## src/rtl/sr_latch_ctrl_pkg.sv

```systemverilog
// rtl/sr_latch_ctrl_pkg.sv - shared types and constants for the SR latch bank controller
package sr_pkg;

  typedef enum logic [1:0] {
    IDLE   = 2'd0,
    PULSE  = 2'd1,
    SETTLE = 2'd2,
    CHECK  = 2'd3
  } sr_state_t;

  localparam logic OP_SET = 1'b1;
  localparam logic OP_CLR = 1'b0;

endpackage

```

## src/rtl/sr_latch_ctrl_if.sv

```systemverilog
// rtl/sr_latch_ctrl_if.sv - requester-side bundle: req/op/idx in, ack/err/busy out
interface sr_latch_ctrl_if #(
  parameter int N_REQ = 4,
  parameter int IDX_W = 3
);
  logic [N_REQ-1:0]       req;
  logic [N_REQ-1:0]       op;
  logic [N_REQ*IDX_W-1:0] idx;
  logic [N_REQ-1:0]       ack;
  logic                   err;
  logic                   busy;

  modport master (output req, output op, output idx, input ack, input err, input busy);
  modport slave  (input req, input op, input idx, output ack, output err, output busy);
endinterface

```

## src/rtl/sr_latch_ctrl_rr_arbiter.sv

```systemverilog
// rtl/sr_latch_ctrl_rr_arbiter.sv - combinational round-robin arbiter
// Grants the first active request at or above ptr, wrapping modulo N_REQ.
module rr_arbiter #(
  parameter int N_REQ = 4,
  parameter int GNT_W = 2
) (
  input  logic [N_REQ-1:0] req,
  input  logic [GNT_W-1:0] ptr,
  output logic [N_REQ-1:0] gnt,
  output logic [GNT_W-1:0] gnt_idx,
  output logic             gnt_valid
);
  int               k;
  logic [GNT_W-1:0] k_s;

  always_comb begin
    gnt       = '0;
    gnt_idx   = '0;
    gnt_valid = 1'b0;
    k         = 0;
    k_s       = '0;
    for (int i = 0; i < N_REQ; i++) begin
      k   = (int'(ptr) + i) % N_REQ;
      k_s = GNT_W'(k);
      if (!gnt_valid && req[k_s]) begin
        gnt[k_s]  = 1'b1;
        gnt_idx   = k_s;
        gnt_valid = 1'b1;
      end
    end
  end
endmodule

```

## src/rtl/sr_latch_ctrl.sv

```systemverilog
// rtl/sr_latch_ctrl.sv - arbitrated S/R pulse sequencer with Q readback for a NOR latch bank
// Q is synchronised before use; S and R are only ever driven from the PULSE state.
module sr_latch_ctrl
  import sr_pkg::*;
#(
  parameter int N_LATCH    = 8,
  parameter int N_REQ      = 4,
  parameter int IDX_W      = 3,
  parameter int PULSE_CYC  = 2,
  parameter int SETTLE_CYC = 3
) (
  input  logic               clk,
  input  logic               rst,
  sr_latch_ctrl_if.slave     bus,
  output logic [N_LATCH-1:0] S,
  output logic [N_LATCH-1:0] R,
  input  logic [N_LATCH-1:0] Q
);
  localparam int GNT_W   = (N_REQ > 1) ? $clog2(N_REQ) : 1;
  localparam int CNT_MAX = (PULSE_CYC > SETTLE_CYC) ? PULSE_CYC : SETTLE_CYC;
  localparam int CNT_W   = $clog2(CNT_MAX + 1);

  sr_state_t          state;
  logic [CNT_W-1:0]   cnt;
  logic [GNT_W-1:0]   rr_ptr;
  logic [GNT_W-1:0]   cur_gnt;
  logic               cur_op;
  logic [IDX_W-1:0]   cur_idx;
  logic               cur_bad;
  logic [N_LATCH-1:0] q_meta;
  logic [N_LATCH-1:0] q_sync;
  logic [N_REQ-1:0]   ack_r;
  logic               err_r;
  logic               busy_r;

  logic [N_REQ-1:0]   gnt_onehot;
  logic [GNT_W-1:0]   gnt_idx;
  logic               gnt_valid;
  logic               sel_op;
  logic [IDX_W-1:0]   sel_idx;
  logic               sel_bad;
  logic               sel_q;
  logic [N_LATCH-1:0] sel_mask;
  logic               chk_q;

  rr_arbiter #(.N_REQ(N_REQ), .GNT_W(GNT_W)) u_arb (
    .req       (bus.req),
    .ptr       (rr_ptr),
    .gnt       (gnt_onehot),
    .gnt_idx   (gnt_idx),
    .gnt_valid (gnt_valid)
  );

  assign sel_op   = |(bus.op & gnt_onehot);
  assign sel_idx  = bus.idx[gnt_idx*IDX_W +: IDX_W];
  assign sel_bad  = (32'(sel_idx) >= N_LATCH);
  assign sel_q    = sel_bad ? 1'b0 : q_sync[sel_idx];
  assign sel_mask = N_LATCH'(1) << sel_idx;
  assign chk_q    = q_sync[cur_idx];

  assign bus.ack  = ack_r;
  assign bus.err  = err_r;
  assign bus.busy = busy_r;

  always_ff @(posedge clk or posedge rst) begin
    if (rst) begin
      q_meta <= '0;
      q_sync <= '0;
    end else begin
      q_meta <= Q;
      q_sync <= q_meta;
    end
  end

  always_ff @(posedge clk or posedge rst) begin
    if (rst) begin
      state   <= IDLE;
      cnt     <= '0;
      rr_ptr  <= '0;
      cur_gnt <= '0;
      cur_op  <= 1'b0;
      cur_idx <= '0;
      cur_bad <= 1'b0;
      ack_r   <= '0;
      err_r   <= 1'b0;
      busy_r  <= 1'b0;
      S       <= '0;
      R       <= '0;
    end else begin
      ack_r <= '0;
      err_r <= 1'b0;
      case (state)
        IDLE: begin
          if (gnt_valid) begin
            cur_gnt <= gnt_idx;
            cur_op  <= sel_op;
            cur_idx <= sel_idx;
            cur_bad <= sel_bad;
            busy_r  <= 1'b1;
            cnt     <= '0;
            // Out-of-range targets and already-correct bits skip straight to readback.
            if (sel_bad || (sel_q == sel_op)) begin
              state <= CHECK;
            end else begin
              state <= PULSE;
              S     <= (sel_op == OP_SET) ? sel_mask : '0;
              R     <= (sel_op == OP_CLR) ? sel_mask : '0;
            end
          end
        end
        PULSE: begin
          if (cnt == CNT_W'(PULSE_CYC - 1)) begin
            S     <= '0;
            R     <= '0;
            cnt   <= '0;
            state <= SETTLE;
          end else begin
            cnt <= cnt + 1'b1;
          end
        end
        SETTLE: begin
          if (cnt == CNT_W'(SETTLE_CYC - 1)) begin
            cnt   <= '0;
            state <= CHECK;
          end else begin
            cnt <= cnt + 1'b1;
          end
        end
        CHECK: begin
          ack_r   <= N_REQ'(1) << cur_gnt;
          err_r   <= cur_bad | (chk_q != cur_op);
          rr_ptr  <= (32'(cur_gnt) == N_REQ - 1) ? '0 : cur_gnt + 1'b1;
          busy_r  <= 1'b0;
          cur_bad <= 1'b0;
          state   <= IDLE;
        end
        default: state <= IDLE;
      endcase
    end
  end
endmodule
```

## src/flat_wrapper.sv

```systemverilog
// flat-port wrapper written by rule: the top's interface ports become plain ports
module sr_latch_ctrl_flat import sr_pkg::*;
#(
  parameter int N_LATCH    = 8,
  parameter int N_REQ      = 4,
  parameter int IDX_W      = 3,
  parameter int PULSE_CYC  = 2,
  parameter int SETTLE_CYC = 3
)
  (clk, rst, S, R, Q, bus_req, bus_op, bus_idx, bus_ack, bus_err, bus_busy);
  sr_latch_ctrl_if #(.N_REQ(N_REQ), .IDX_W(IDX_W)) bus_i ();
  input  logic clk;
  input  logic rst;
  output logic [N_LATCH-1:0] S;
  output logic [N_LATCH-1:0] R;
  input  logic [N_LATCH-1:0] Q;
  input wire logic [$bits(bus_i.req)-1:0] bus_req;
  input wire logic [$bits(bus_i.op)-1:0] bus_op;
  input wire logic [$bits(bus_i.idx)-1:0] bus_idx;
  output wire logic [$bits(bus_i.ack)-1:0] bus_ack;
  output wire logic [$bits(bus_i.err)-1:0] bus_err;
  output wire logic [$bits(bus_i.busy)-1:0] bus_busy;
  assign bus_i.req = bus_req;
  assign bus_i.op = bus_op;
  assign bus_i.idx = bus_idx;
  assign bus_ack = bus_i.ack;
  assign bus_err = bus_i.err;
  assign bus_busy = bus_i.busy;
  sr_latch_ctrl #(.N_LATCH(N_LATCH), .N_REQ(N_REQ), .IDX_W(IDX_W), .PULSE_CYC(PULSE_CYC), .SETTLE_CYC(SETTLE_CYC)) u_core (.clk(clk), .rst(rst), .bus(bus_i), .S(S), .R(R), .Q(Q));
endmodule
```

## config.mk

```make
export PLATFORM = sky130hd
export DESIGN_NAME = sr_latch_ctrl_flat
export DESIGN_NICKNAME = d
export VERILOG_FILES = /design/src/rtl/sr_latch_ctrl_pkg.sv /design/src/rtl/sr_latch_ctrl_if.sv /design/src/rtl/sr_latch_ctrl_rr_arbiter.sv /design/src/rtl/sr_latch_ctrl.sv /design/src/flat_wrapper.sv
export SDC_FILE = /design/constraint.sdc
export NUM_CORES = 1
export LEC_CHECK = 0
export ABC_AREA = 0
export CORE_UTILIZATION = 57
export DETAILED_ROUTE_END_ITERATION = 8
export DONT_BUFFER_PORTS = 1
export GPL_ROUTABILITY_DRIVEN = 1
export GPL_TIMING_DRIVEN = 0
export PLACE_DENSITY = 0.85
export SYNTH_ARGS = -nofsm -noshare
export SYNTH_HDL_FRONTEND = slang
export SYNTH_HIERARCHICAL = 1
export SYNTH_SLANG_ARGS = --single-unit
```

## constraint.sdc

```tcl
create_clock -name clk -period 3.8 [get_ports clk]
set_input_delay 0.95 -clock clk [delete_from_list [all_inputs] [get_ports clk]]
set_output_delay 0.95 -clock clk [all_outputs]
set_load 0.05 [all_outputs]
```

==> impl_metrics.env <==
export IMPL_synthesis_nets=264
export IMPL_clkTransAtPathRegs_ns=0.09
export IMPL_r2r_end="u_core/R[2]$_DFFE_PP0P_"
export IMPL_grt_first_pass_wirelength_mm=9.16
export IMPL_die_area_sq_um=5030
export IMPL_max_stage_delay_ns=0.47
export IMPL_min_from="u_core/q_meta[0]$_DFF_PP0_"
export IMPL_crit_chain="buf_6 > inv_4 > ha_4 > mux4_2 > buf_6 > o311ai_0 > a32o_2 > mux4_2 > mux2i_1 > a222oi_1 > buf_4 > mux2i_4 > mux2i_4 > buf_6 > a32o_2"
export IMPL_coreArea_sq_um=4470
export IMPL_yosys_area_top_type="dfrtp_1"
export IMPL_cap_violations=0
export IMPL_syn_inst=221
export IMPL_ys_seq_elements=50
export IMPL_gp_congestion=0.798
export IMPL_critPathCapture="u_core/R[2]$_DFFE_PP0P_"
export IMPL_ff2ff_path_depth=15
export IMPL_grt_max_degree=34
export IMPL_rows=24
export IMPL_clock_sinks=50
export IMPL_min_period_over_period_pct=103
export IMPL_fin_skew_ns=0.00765
export IMPL_r2r_start="u_core/rr_ptr[0]$_DFFE_PP0P_"
export IMPL_violations="DRC, setup timing"
export IMPL_fin_setup_tns_ns=-1.64
export IMPL_synth_top_cells_by_count="dfrtp_1 (50), inv_1 (14), ha_1 (13), nor2_1 (13), a22oi_1 (10)"
export IMPL_ioPinCount=52
export IMPL_syn_avg_cell_area_sq_um=12.3
export IMPL_drive_gt1_share_pct=30.2
export IMPL_port_buffers=0
export IMPL_firstDrtPassIters=6
export IMPL_tightestPinTransition_ns=0.521
export IMPL_start_util_pct=60.5
export IMPL_drcViolationCount=4
export IMPL_fin_cells=304
export IMPL_synthTopCellsByArea="dfrtp_1 (46%), ha_1 (6.0%), mux4_2 (5.8%), mux4_1 (3.9%), mux2_2 (3.7%)"
export IMPL_crit_required_ns=4.00
export IMPL_final_hold_viol_count=0
export IMPL_seq_area_frac_synth_pct=46.2
export IMPL_clk_latency_ns=0.30
export IMPL_synth_most_common_cell="dfrtp_1"
export IMPL_crit_arrival_ns=4.11
export IMPL_ys_flop_type="dfrtp_1"
export IMPL_final_setup_viol_count=16
export IMPL_ant_nets=0
export IMPL_htree_levels=2
export IMPL_synth_edf_count=0
export IMPL_hp_class="reg2reg"
export IMPL_antenna_cells=0
export IMPL_preCtsSetupSlack_ns=-0.616
export IMPL_viasPerCell=6.47
export IMPL_synth_top_area_share_pct=46.2
export IMPL_fin_ws_ns=-0.114
export IMPL_ys_async_sr_fraction_pct=100
export IMPL_cpMostUsedCell="buf_6"
export IMPL_critPathLaunch="u_core/rr_ptr[0]$_DFFE_PP0P_"
export IMPL_maxSlewHeadroom_pct=65.2
export IMPL_wl_per_cell_microns=19.1
export IMPL_drtIter0Drc=189
export IMPL_clockRootBuffer="clkbuf_8"
export IMPL_yosysWarnings=6
export IMPL_fin_util_pct=70.4
export IMPL_areaGrowthSynthToFinish_pct=16.3
export IMPL_cts_hold_buf=0
export IMPL_critPathMaxFanout=10
export IMPL_dr_total_vias=1966
export IMPL_dp_cells=274
export IMPL_path_class="reg2reg"
export IMPL_period_needed_ns=3.91
export IMPL_cts_buffers=5
export IMPL_slew_viol_final=0
export IMPL_start_kind="register"
export IMPL_grt_pass1_vias=1939
export IMPL_groute_usage_overall_pct=23.9
export IMPL_ys_types=43
export IMPL_slowest_stage="o311ai_0"
export IMPL_status="complete, but fails checks"
export IMPL_syn_area_sq_um=2710
export IMPL_die_h_microns=70.9
export IMPL_cts_tree="yes"
export IMPL_antenna_found_initial=0
export IMPL_clock_fmax_mhz=256
export IMPL_die_w_microns=70.9
export IMPL_wirelength_mm=5.80
export IMPL_hpwl_mm=3.66
export IMPL_reg2reg_slack_ns=-0.11
export IMPL_globalRouteOverflowTotal=0
export IMPL_end_kind="register"
export IMPL_rsz0062_at_grt="true"
export IMPL_n_fill_cell=283
export IMPL_ctsLongestPathBuffers=2
export IMPL_final_net_count=295
layer usage:
metal  track usage, %  share of wire [%]
met5                0                  0
met4             6.89                1.8
met3             6.84                5.3
met2             41.2                 52
met1             29.5                 41
cell type report:
class / count / area, sq um / area share (%)
clock buffer: 5 / 68.8 / 2.18
buffer: 9 / 73.8 / 2.34
tap: 52 / 65.1 / 2.07
inverter: 14 / 55.1 / 1.75
timing repair buffer: 24 / 208 / 6.59
clock inverter: 2 / 15.0 / 0.477
multi-input combinational: 148 / 1410 / 44.8
sequential: 50 / 1250 / 39.8
worst max-delay path, delay by kind of cell (launching register included):
| kind | cells | cell delay [ns] |
|---|---|---|
| AO/OA/AOI/OAI | 4 | 1.27 |
| multiplexers | 5 | 1.20 |
| buffers and inverters | 5 | 0.68 |
| flip-flops | 1 | 0.38 |
| adder cells (fa/ha/maj) | 1 | 0.28 |
flip-flops by register name, indices dropped and copies added, names as in the netlist:
signal,count
u_core/S,8
u_core/bus.busy,1
u_core/cur_op,1
u_core/state,2
u_core/bus.err,1
u_core/q_meta,8
u_core/q_sync,8
u_core/rr_ptr,2
u_core/R,8
u_core/cur_idx,3
u_core/cnt,2
u_core/cur_gnt,2
u_core/bus.ack,4
metrics by stage:
stage / cell area [sq um] / hold slack, ns
6_report: 3150 / 0.353
5_1_grt: 3150 / 0.360
4_1_cts: 3080 / 0.355
3_5_place_dp: 2800 / 0.335
3_3_place_gp: 2780 / 0.333
2_1_floorplan: 2720 / 0.331
layout by cell type, fill, tap and decap left out, types with 3 or more instances in the layout:
| master | Yosys | layout |
|---|---|---|
| nor3_1 | 3 | 3 |
| dfrtp_1 | 50 | 49 |
| nand2_1 | 9 | 9 |
| buf_6 | 4 | 8 |
| nand2b_1 | 3 | 3 |
| mux4_1 | 4 | 3 |
| a22oi_1 | 10 | 10 |
| nor2_1 | 13 | 13 |
| and2_1 | 8 | 8 |
| ha_1 | 13 | 12 |
| buf_4 | 0 | 19 |
| inv_1 | 14 | 11 |
| a32o_2 | 2 | 3 |
| clkbuf_1 | 5 | 4 |
| clkbuf_8 | 0 | 6 |
| a22o_1 | 6 | 6 |
| and2b_1 | 5 | 5 |
| a21oi_1 | 4 | 3 |
| mux2_2 | 9 | 9 |
| mux2i_1 | 8 | 8 |
| o21ai_0 | 8 | 7 |
| a22o_4 | 0 | 3 |
| mux4_2 | 7 | 8 |
| a22o_2 | 6 | 3 |
cell families (layout without fill, tap and decap cells):
logic type | count (synthesis) | in the layout | synth area share, %
AOI/OAI and AO/OA | 49 | 49 | 13.9
xor gates and xnor gates | 1 | 1 | 0.323
adders and majority gates | 13 | 13 | 6.00
buffers and inverters | 23 | 54 | 4.30
DFF | 50 | 50 | 46.2
muxes | 30 | 30 | 17.4
and+or+nand+nor | 55 | 55 | 11.8
worst min-delay path by stage:
stage / slack [ns] / cells after the start / endpoint
floorplan: 0.33 / 0 / u_core/q_sync[0]$_DFF_PP0_
global placement: 0.33 / 0 / u_core/q_sync[0]$_DFF_PP0_
CTS: 0.36 / 0 / u_core/q_sync[1]$_DFF_PP0_
finish: 0.35 / 0 / u_core/q_sync[0]$_DFF_PP0_
detailed placement: 0.33 / 0 / u_core/q_sync[1]$_DFF_PP0_
global route: 0.36 / 0 / u_core/q_sync[0]$_DFF_PP0_
repair_timing:
item,in CTS,in global routing
pin swaps,4,7
gates resized for setup,15,5
endpoints found under the setup margin,17,17
endpoints found under the hold margin,0,0
setup buffers,18,5
Power is not shown: default switching activity piles up to over one toggle a cycle in this logic, so the estimate is an artifact.
==> RTL change: new RTL, config.mk and constraints unchanged <==
Re-encode `sr_state_t` (4 states) as one-hot, 4 bits wide.
--- a/src/rtl/sr_latch_ctrl_pkg.sv
+++ b/src/rtl/sr_latch_ctrl_pkg.sv
@@ -3,7 +3,7 @@
 
-  typedef enum logic [1:0] {
-    IDLE   = 2'd0,
-    PULSE  = 2'd1,
-    SETTLE = 2'd2,
-    CHECK  = 2'd3
+  typedef enum logic [3:0] {
+    IDLE   = 4'b0001,
+    PULSE  = 4'b0010,
+    SETTLE = 4'b0100,
+    CHECK  = 4'b1000
   } sr_state_t;
Formal check against the unedited RTL: same outputs for any inputs over 4 cycles, from zero or initial values and one cycle with rst high; so few cycles prove little.
==> RTL change against the unedited design <==
- the flow finishes with violations (setup timing)
- sequential cell count up 2
- core utilization is 2.8 points lower
- via count down 2.6%
- setup slack improved by 0.044 ns
- routed wire length shrank 4.8%
- critical path depth is 2 lower
- synthesized area up 3.7%
- final cell count is 5.6% higher
- cell area increased by 1.4%
==> RTL change: results (changes against the unedited design) <==
Final layout
  – Fin nets: 293 (was 295)
  – Final Non-Filler Cells: 321 (was 304)
  – Layout cell share with drive strength beyond 1: 34.3% (was 30.2%)
  – Fillers: 321 (was 283)

Drt
  – Via count: 1914 (was 1966)
  – Drt wl/cell: 17.2 um (was 19.1 um)
  – Drt first-iter violations: 260 (was 189)
  – Router iterations before antenna repair: 4 (was 6)

Setup path
  – WP data arrival: 4.06 ns (was 4.11 ns)
  – Crit-path slowest cell: or4b_2 (was o311ai_0)
  – Worst Setup SP: bus_req[2] (was u_core/rr_ptr[0]$_DFFE_PP0P_)
  – Crit end category: flop (unchanged)
  – Reg2Reg Capture Point: u_core/R[6]$_DFFE_PP0P_ (was u_core/R[2]$_DFFE_PP0P_)
  – CP max stage delay: 0.63 ns (was 0.47 ns)

Synth
  – Post-Synth XOR/XNOR Area: 0.623% (was 0.323%)
  – Seq/Total Area, Yosys: 46.3% (was 46.2%)
  – Top cells by count, synth: dfrtp_1 (51), nor2_1 (25), mux2_2 (15), nand2_1 (15), o21ai_0 (12) (was dfrtp_1 (50), inv_1 (14), ha_1 (13), nor2_1 (13), a22oi_1 (10))
  – Top post-synthesis cells by area: dfrtp_1 (45%), mux2_2 (6.0%), mux2_4 (5.3%) (was dfrtp_1 (46%), ha_1 (6.0%), mux4_2 (5.8%))
  – Post-Syn Nets: 270 (was 264)
  – Synth cell types: 49 (was 43)
  – Synth warn: 6 (unchanged)
  – Compound-Gate Fraction of Synth Area: 9.53% (was 13.9%)
  – Mux contribution to synthesized area: 21.2% (was 17.4%)
  – Adder-cell share of the synthesized area: 4.01% (was 6.00%)

Status
  – Failing checks: setup timing (was DRC, setup timing)
  – Outcome: finished, violations left (unchanged)

Placed design
  – Place WS: -0.653 ns (was -0.616 ns)
  – Final RePlAce weighted congestion: 0.842 (was 0.798)
  – Dpl cells: 299 (was 274)
  – Post-DP HPWL: 3.74 mm (was 3.66 mm)

Timing
  – Clk_skew: 0.00448 ns (was 0.00765 ns)
  – Slew HR: 20.8% (was 65.2%)
  – Final setup viols: 16 (unchanged)
  – TNS Setup: -0.934 ns (was -1.64 ns)
  – Post-route worst setup slack: -0.0696 ns (was -0.114 ns)

GRT
  – GR Util met2: 37.2% (was 41.2%)
  – M3 GR Usage: 5.69% (was 6.84%)
  – Largest net degree at the start of global routing: 38 (was 34)
  – Vias in the first global route: 1848 (was 1939)
  – Grt met1 use: 29.5% (about the same)
  – GRT Total Usage: 23.2% (was 23.9%)
  – First-pass GRT wire length: 9.03 mm (was 9.16 mm)

Worst hold path
  – Hold Path Origin: u_core/q_meta[5]$_DFF_PP0_ (was u_core/q_meta[0]$_DFF_PP0_)
  – Worst hold path cell count: 0 (unchanged)
-- RTL change: area by class of cell --
| class | count | area [sq um] | share of cell area (%) |
|---|---|---|---|
| Multi-Input combinational cell | 162 | 1450 | 45.4 |
| Clock buffer | 7 | 96.3 | 3.02 |
| Timing Repair Buffer | 17 | 148 | 4.62 |
| Inverter | 9 | 36.3 | 1.14 |
| Sequential cell | 52 | 1300 | 40.8 |
| Tap cell | 67 | 83.8 | 2.63 |
| Buffer | 7 | 75.1 | 2.35 |
-- RTL change: stage by stage --
stage | util, % | instance area (sq um)
finish | 67.6 | 3190
global route | 67.6 | 3190
CTS | 66.8 | 3160
detailed placement | 61.9 | 2920
global placement | 61.5 | 2900
floorplan | - | 2820
-- RTL change: power by group --
part	internal, mW	switching [mW]	total, mW
registers	0.660	0.178	0.837
clock network	0.162	0.161	0.323
logic	0.982	1.03	2.01
-- RTL change: what timing repair did --
item                       CTS  global route
buffers inserted            14             2
setup endpoints to repair   17            16
gates resized for setup     10            11
pin swaps                    3             3
-- RTL change: critical path: cells and delay by family --
kind | cells | cell delay (ns)
compound gates | 4 | 0.39
simple gates | 3 | 1.08
buf+inv | 3 | 0.50
mux | 3 | 1.14
-- RTL change: cells by family (layout without fill, tap and decap cells) --
kind of cell | Yosys count | after routing
AOI/OAI and AO/OA | 39 | 39
xor gates and xnor gates | 2 | 2
adders and majority gates | 9 | 9
buffers and inverters | 17 | 40
DFF | 52 | 52
muxes | 40 | 40
and+or+nand+nor | 72 | 72
-- RTL change: metal layers --
layer  vias to the layer above  share of wire (%)
met4                         0                2.6
met1                       950                 42
met5                         -                  0
li1                        886                  -
met3                        14                4.4
met2                        64                 51
